<file path="config.mk">
export PLATFORM = sky130hd
export DESIGN_NAME = sim_jtag_tap
export DESIGN_NICKNAME = d
export VERILOG_FILES = /design/src/rtl/sim_jtag_tap.sv
export SDC_FILE = /design/constraint.sdc
export NUM_CORES = 1
export LEC_CHECK = 0
export CORE_MARGIN = 10
export CORE_UTILIZATION = 56
export DETAILED_ROUTE_END_ITERATION = 10
export PLACE_DENSITY = 0.89
export SYNTH_ARGS = -nofsm -noshare
export SYNTH_HDL_FRONTEND = slang
export SYNTH_SLANG_ARGS = --single-unit
</file>
<file path="constraint.sdc">
create_clock -name clock -period 2.73 [get_ports clock]
set_clock_uncertainty 0.05 [all_clocks]
set_input_delay 0.546 -clock clock [delete_from_list [all_inputs] [get_ports clock]]
set_output_delay 0.546 -clock clock [all_outputs]
set_load 0.01 [all_outputs]
</file>
<file path="src/rtl/sim_jtag_tap.sv">
// Simulation-side JTAG TAP responder with the RISC-V debug transport registers.
// JTAG pins are oversampled on clock; DMI updates become valid/ready requests toward the debug module.
module sim_jtag_tap #(
  parameter logic [31:0] IDCODE = 32'h1000_0DB3,
  parameter int unsigned ABITS  = 7
) (
  input  logic             clock,
  input  logic             reset,
  input  logic             jtag_TCK,
  input  logic             jtag_TMS,
  input  logic             jtag_TDI,
  input  logic             jtag_TRSTn,
  output logic             jtag_TDO_data,
  output logic             jtag_TDO_driven,
  output logic             dmi_req_valid,
  input  logic             dmi_req_ready,
  output logic [ABITS-1:0] dmi_req_addr,
  output logic [31:0]      dmi_req_data,
  output logic [1:0]       dmi_req_op,
  input  logic             dmi_rsp_valid,
  input  logic [31:0]      dmi_rsp_data
);

  localparam int unsigned DMI_W     = ABITS + 34;
  localparam logic [4:0]  IR_IDCODE = 5'h01;
  localparam logic [4:0]  IR_DTMCS  = 5'h10;
  localparam logic [4:0]  IR_DMI    = 5'h11;
  localparam logic [5:0]  ABITS_F   = 6'(ABITS);

  typedef enum logic [3:0] {
    TLR      = 4'd0,  RTI      = 4'd1,  SEL_DR   = 4'd2,  CAP_DR   = 4'd3,
    SHIFT_DR = 4'd4,  EXIT1_DR = 4'd5,  PAUSE_DR = 4'd6,  EXIT2_DR = 4'd7,
    UPD_DR   = 4'd8,  SEL_IR   = 4'd9,  CAP_IR   = 4'd10, SHIFT_IR = 4'd11,
    EXIT1_IR = 4'd12, PAUSE_IR = 4'd13, EXIT2_IR = 4'd14, UPD_IR   = 4'd15
  } tap_state_t;

  function automatic tap_state_t tap_next(input tap_state_t s, input logic tms);
    case (s)
      TLR:      return tms ? TLR      : RTI;
      RTI:      return tms ? SEL_DR   : RTI;
      SEL_DR:   return tms ? SEL_IR   : CAP_DR;
      CAP_DR:   return tms ? EXIT1_DR : SHIFT_DR;
      SHIFT_DR: return tms ? EXIT1_DR : SHIFT_DR;
      EXIT1_DR: return tms ? UPD_DR   : PAUSE_DR;
      PAUSE_DR: return tms ? EXIT2_DR : PAUSE_DR;
      EXIT2_DR: return tms ? UPD_DR   : SHIFT_DR;
      UPD_DR:   return tms ? SEL_DR   : RTI;
      SEL_IR:   return tms ? TLR      : CAP_IR;
      CAP_IR:   return tms ? EXIT1_IR : SHIFT_IR;
      SHIFT_IR: return tms ? EXIT1_IR : SHIFT_IR;
      EXIT1_IR: return tms ? UPD_IR   : PAUSE_IR;
      PAUSE_IR: return tms ? EXIT2_IR : PAUSE_IR;
      EXIT2_IR: return tms ? UPD_IR   : SHIFT_IR;
      UPD_IR:   return tms ? SEL_DR   : RTI;
      default:  return TLR;
    endcase
  endfunction

  logic [1:0]       tck_sync_r, tms_sync_r, tdi_sync_r, trstn_sync_r;
  logic             tck_d_r;
  logic             rise_s, fall_s, trst_s, tms_s, tdi_s;
  tap_state_t       state_r;
  logic [4:0]       ir_r, ir_shift_r;
  logic [31:0]      dr32_shift_r;
  logic [DMI_W-1:0] dmi_shift_r;
  logic             bypass_r;
  logic             busy_r, outstanding_r;
  logic [31:0]      rsp_data_r;
  logic [ABITS-1:0] last_addr_r;
  logic [1:0]       dmistat_s, dmi_status_s;
  logic [31:0]      dtmcs_capture_s;
  logic [DMI_W-1:0] dmi_capture_s;
  logic             tdo_bit_s, in_shift_s;

  assign rise_s = tck_sync_r[1] & ~tck_d_r;
  assign fall_s = ~tck_sync_r[1] & tck_d_r;
  assign trst_s = ~trstn_sync_r[1];
  assign tms_s  = tms_sync_r[1];
  assign tdi_s  = tdi_sync_r[1];

  assign dmistat_s       = busy_r ? 2'd3 : 2'd0;
  assign dmi_status_s    = (busy_r || outstanding_r) ? 2'd3 : 2'd0;
  assign dtmcs_capture_s = {14'd0, 1'b0, 1'b0, 1'b0, 3'd1, dmistat_s, ABITS_F, 4'd1};
  assign dmi_capture_s   = {last_addr_r, rsp_data_r, dmi_status_s};
  assign in_shift_s      = (state_r == SHIFT_IR) || (state_r == SHIFT_DR);

  // Pin synchronizers plus a delayed TCK copy for edge detection
  always_ff @(posedge clock) begin
    if (reset) begin
      tck_sync_r   <= 2'b00;
      tck_d_r      <= 1'b0;
      tms_sync_r   <= 2'b00;
      tdi_sync_r   <= 2'b00;
      trstn_sync_r <= 2'b11;
    end else begin
      tck_sync_r   <= {tck_sync_r[0], jtag_TCK};
      tck_d_r      <= tck_sync_r[1];
      tms_sync_r   <= {tms_sync_r[0], jtag_TMS};
      tdi_sync_r   <= {tdi_sync_r[0], jtag_TDI};
      trstn_sync_r <= {trstn_sync_r[0], jtag_TRSTn};
    end
  end

  // Bit presented on TDO at the next falling edge
  always_comb begin
    tdo_bit_s = 1'b0;
    if (state_r == SHIFT_IR) begin
      tdo_bit_s = ir_shift_r[0];
    end else if (state_r == SHIFT_DR) begin
      case (ir_r)
        IR_IDCODE, IR_DTMCS: tdo_bit_s = dr32_shift_r[0];
        IR_DMI:              tdo_bit_s = dmi_shift_r[0];
        default:             tdo_bit_s = bypass_r;
      endcase
    end else begin
      tdo_bit_s = 1'b0;
    end
  end

  // TAP controller, scan registers and DMI request/response tracking
  always_ff @(posedge clock) begin
    if (reset) begin
      state_r         <= TLR;
      ir_r            <= IR_IDCODE;
      ir_shift_r      <= 5'd0;
      dr32_shift_r    <= 32'd0;
      dmi_shift_r     <= '0;
      bypass_r        <= 1'b0;
      jtag_TDO_data   <= 1'b0;
      jtag_TDO_driven <= 1'b0;
      dmi_req_valid   <= 1'b0;
      dmi_req_addr    <= '0;
      dmi_req_data    <= 32'd0;
      dmi_req_op      <= 2'd0;
      rsp_data_r      <= 32'd0;
      busy_r          <= 1'b0;
      outstanding_r   <= 1'b0;
      last_addr_r     <= '0;
    end else begin
      if (dmi_req_valid && dmi_req_ready) dmi_req_valid <= 1'b0;
      if (dmi_rsp_valid && outstanding_r) begin
        rsp_data_r    <= dmi_rsp_data;
        outstanding_r <= 1'b0;
      end
      if (trst_s) begin
        state_r <= TLR;
        ir_r    <= IR_IDCODE;
      end else begin
        if (state_r == TLR) ir_r <= IR_IDCODE;
        if (rise_s) begin
          case (state_r)
            CAP_IR:   ir_shift_r <= 5'b00001;
            SHIFT_IR: ir_shift_r <= {tdi_s, ir_shift_r[4:1]};
            CAP_DR: begin
              case (ir_r)
                IR_IDCODE: dr32_shift_r <= IDCODE;
                IR_DTMCS:  dr32_shift_r <= dtmcs_capture_s;
                IR_DMI:    dmi_shift_r  <= dmi_capture_s;
                default:   bypass_r     <= 1'b0;
              endcase
            end
            SHIFT_DR: begin
              case (ir_r)
                IR_IDCODE, IR_DTMCS: dr32_shift_r <= {tdi_s, dr32_shift_r[31:1]};
                IR_DMI:              dmi_shift_r  <= {tdi_s, dmi_shift_r[DMI_W-1:1]};
                default:             bypass_r     <= tdi_s;
              endcase
            end
            default: ;
          endcase
          state_r <= tap_next(state_r, tms_s);
        end else if (fall_s) begin
          jtag_TDO_driven <= in_shift_s;
          jtag_TDO_data   <= tdo_bit_s;
          if (state_r == UPD_IR) begin
            ir_r <= ir_shift_r;
          end else if (state_r == UPD_DR && ir_r == IR_DTMCS) begin
            // Hard reset abandons the in-flight request; a later response is then ignored
            if (dr32_shift_r[17]) begin
              dmi_req_valid <= 1'b0;
              outstanding_r <= 1'b0;
              busy_r        <= 1'b0;
            end else if (dr32_shift_r[16]) begin
              busy_r <= 1'b0;
            end
          end else if (state_r == UPD_DR && ir_r == IR_DMI) begin
            if (outstanding_r) begin
              busy_r <= 1'b1;
            end else if (dmi_shift_r[1:0] == 2'd1 || dmi_shift_r[1:0] == 2'd2) begin
              dmi_req_addr  <= dmi_shift_r[DMI_W-1:34];
              dmi_req_data  <= dmi_shift_r[33:2];
              dmi_req_op    <= dmi_shift_r[1:0];
              dmi_req_valid <= 1'b1;
              outstanding_r <= 1'b1;
              last_addr_r   <= dmi_shift_r[DMI_W-1:34];
            end
          end
        end
      end
    end
  end

endmodule

</file>
==> summary.md <==
The run finished with clean final reports. Global routing used 19.1% of the available tracks. The total power density per cell area is 603 nW/um^2. Summing the areas of all xor and xnor instances in the mapped netlist gives 0.368% of the synthesized area. The final layout contains 955 nets.

Actual transition at the worst max-transition pin: 0.768 ns. The sequential element share of the synthesized area is 49.1%, and the antenna diode instance count is 0. Synthesis inferred 175 register bits. The final-layout worst hold slack came out at 0.363 ns. The min-delay analysis places its worst path in the category reg2reg. The reported leakage power is 2.71 nW, and the effective utilization at floorplan is 56.7%. The sum of overflow across all layers after global routing was 0.

Max-slew violation total from the final report: 0. The clock reaches the later pin of the worst-skew pair after 0.43 ns. The first global-routing pass estimated 28,400 um of wire. The floorplan has 41 rows.

Once the clock tree was built, the resizer swapped 0 gates to a different size. The number of H-tree levels came out at 4. The routed design could run at a clock period as short as 2.42 ns. Number of I/O pins: 84. The via density per instance was 5.62. Of all nets on the critical path, the largest fanout is 82.

The tools report the highest clock rate as 413 MHz. The number of buffers inserted by hold repair at cts is 0, and the number of buffers on the longest clock path is 2. Setup slack on the worst reg-to-reg path comes out at 0.31 ns. Counting flops with a built-in enable in the synthesized netlist gives 0. The count of nets left with antenna violations once routing finished came out at 0. In the routed design, unresolved DRC markers number 0. The tools report the post-synthesis net count as 902. The worst setup path is launched from a register.

Most instantiated flip-flop cell in the synthesis netlist: dfxtp_1. The number of antenna violations at the first check in global routing is 0, and the total number of clock tree sinks is 175. The area added between synthesis and finish came out at 22.1%. The basic-gate share of the synthesized area counting and, or, nand and nor cells was 24.8%; the maximum number of pins on one net before global-route repair was 83.

The buffers inserted during post-CTS setup optimization was 0; the count of endpoints failing setup in the final report was 0. The count of final hold-check violations is 0, and the max-cap violation count is 0. The tools report the largest voltage drop on the vdd net as 417 uV. Setup repair after global routing left no endpoint under its margin.

The run gives 0.816 as the final RePlAce weighted congestion. TritonCTS built the clock tree. For this run, asynchronously set or reset flops after synthesis account for 0%. The count of warnings emitted by yosys was 0; the chip width was 133 um. Of the total synthesized cell area, the portion taken by full adders, half adders and majority gates is 0%.

The synthesized instance count was 862; the mux cell area share after synthesis was 6.04%. The part of the cycle the worst path needs came out at 88.8%. The run gives 5,882 as the via count of the first global-routing pass. Type of the worst setup path: reg2reg.

Summing every instance area after synthesis gives 7130 um^2. In this run, distinct cell masters in the synthesized netlist total 57. The layout has 921 filler cells. The first TritonRoute pass finished after 5 iterations. Averaged over all synthesized cells, the footprint is 8.27 um^2. After detailed routing, the average wire length per cell comes to 15.5 um.

Summing the areas of all compound-gate instances in the mapped netlist gives 14.9% of the synthesized area. The floorplan step defined a die boundary enclosing 17,600 um^2. Clock-pin slew was measured on the worst setup and hold paths at 0.06 ns. The y dimension of the die came out at 133 um. Of the cells placed in the final design, the portion with a size suffix greater than 1 is 7.97%.

In this run the standard cell core region covers 12,600 um^2. The overall power consumption is 0.00525 W, and the worst path arrival time is 2.69 ns. The dominant combinational cell family by area after synthesis is simple AND/OR/NAND/NOR gates. The number of buffers inserted by port buffering works out to 83. Detailed placement finished with a half-perimeter wire length of 11,000 um. The headroom to the max-slew limit is 48.7%. The number of clock buffers added by TritonCTS is 17.

The logs give 663 for the count of routing violations after the opening detailed-route iteration and 17,100 um for the routed wire length. The critical path capture point type is a register. The logs give 6,181 for the count of vias placed by the detailed router and 3.00 ns for the required time of the worst setup path. In the final timing run, aggregate negative setup slack is 0 ns. The tools report the root buffer cell as clkbuf_16.
-- cell usage after synthesis (3+ instances only) --
cell type	count	area (um^2)
o21ai_0	9	45.0
or2_2	3	18.8
nor2b_1	11	68.8
o211ai_1	7	52.6
nand2_1	264	991
a311oi_1	35	307
nand2b_1	6	37.5
a31o_2	3	26.3
buf_4	3	22.5
inv_1	5	18.8
nor3_1	15	75.1
buf_2	7	35.0
mux2i_1	43	430
a21oi_1	72	360
a211oi_1	5	37.5
buf_6	4	45.0
clkbuf_1	55	206
dfxtp_1	175	3500
nor2_1	57	214
nand3_1	33	165
or3_1	3	18.8
a311oi_2	5	75.1
-- flip-flops by register name, summed over array words and instances (netlist names) --
| name | flops |
|---|---|
| dmi_shift_r | 41 |
| dmi_req_data | 32 |
| dr32_shift_r | 32 |
| rsp_data_r | 32 |
| last_addr_r | 7 |
| ir_r | 5 |
| ir_shift_r | 5 |
| state_r | 4 |
| dmi_req_op | 2 |
| tck_sync_r | 2 |
| tdi_sync_r | 2 |
| tms_sync_r | 2 |
| trstn_sync_r | 2 |
| busy_r | 1 |
| bypass_r | 1 |
| dmi_req_valid | 1 |
| jtag_TDO_data | 1 |
| jtag_TDO_driven | 1 |
| outstanding_r | 1 |
| tck_d_r | 1 |
-- cells by family (layout without fill, tap and decap cells) --
logic type,Yosys count,count (layout)
xor gates and xnor gates,3,3
buffers and inverters,77,143
and+or+nand+nor,413,413
DFF,175,175
AOI/OAI and AO/OA,151,151
muxes,43,43
-- layout by cell type (no fill, tap or decap), drive strengths merged, types with 2 or more instances in the layout --
cell,instances
mux2i,43
bufinv,3
a2111oi,3
a21o,2
nand3b,2
nand2,264
nor2,57
a31o,3
nand3,33
o21ai,9
dfxtp,175
clkbuf,19
nand2b,6
a311oi,40
a21oi,72
clkinv,4
nor2b,11
and3,2
or2,3
and2,2
inv,11
or3,3
xnor2,2
or4b,2
or4,2
buf,23
clkdlybuf4s50,82
nor3,16
a211oi,5
o211ai,7
nor4,2
-- metrics by stage --
stage	instances	setup slack, ns	cell area [um^2]	utilization (%)
floorplan	862	0.600	7130	-
global placement	1068	0.514	8080	64.3
detailed placement	1068	0.419	8080	64.3
CTS	1100	0.368	8710	69.3
global route	1100	0.241	8710	69.3
finish	1100	0.306	8710	69.3
-- final timing paths --
kind,from,end,depth (start not counted)
worst max-delay path,state_r[2],dmi_shift_r[16],5
worst min-delay path,trstn_sync_r[0],trstn_sync_r[1],1
worst max register to register,state_r[2],dmi_shift_r[16],5
worst min register to register,trstn_sync_r[0],trstn_sync_r[1],1
-- per-layer routing --
metal | vias up | share of wire (%) | global-route usage [%]
li1 | 3041 | - | -
met1 | 2891 | 44 | 23.2
met2 | 227 | 49 | 32.0
met3 | 22 | 5.2 | 3.90
met4 | 0 | 1.8 | 8.01
met5 | - | 0 | 0
-- layout make-up --
| class | count | area, um^2 | area share (%) |
|---|---|---|---|
| tap | 172 | 215 | 2.47 |
| clock inverter | 13 | 174 | 2.00 |
| timing repair buffer | 105 | 1030 | 11.8 |
| clock buffer | 19 | 453 | 5.20 |
| multi-input combinational | 610 | 3310 | 38.0 |
| inverter | 6 | 22.5 | 0.259 |
| sequential | 175 | 3500 | 40.2 |
-- worst max-delay path, stage by stage (launching register included) --
cell	delay, ns
dfxtp_1	0.46
or3b_1	0.52
a2111oi_4	0.47
buf_12	0.33
nor2_1	0.10
a311oi_1	0.31
-- power breakdown --
group	switching [W]	internal [W]	leakage, nW	total (W)
logic	0.0000743	0.0000654	0.991	0.000140
clock network	0.00103	0.00151	0.308	0.00254
registers	0.00000677	0.00256	1.41	0.00257
(Power assumes the default switching activity.)
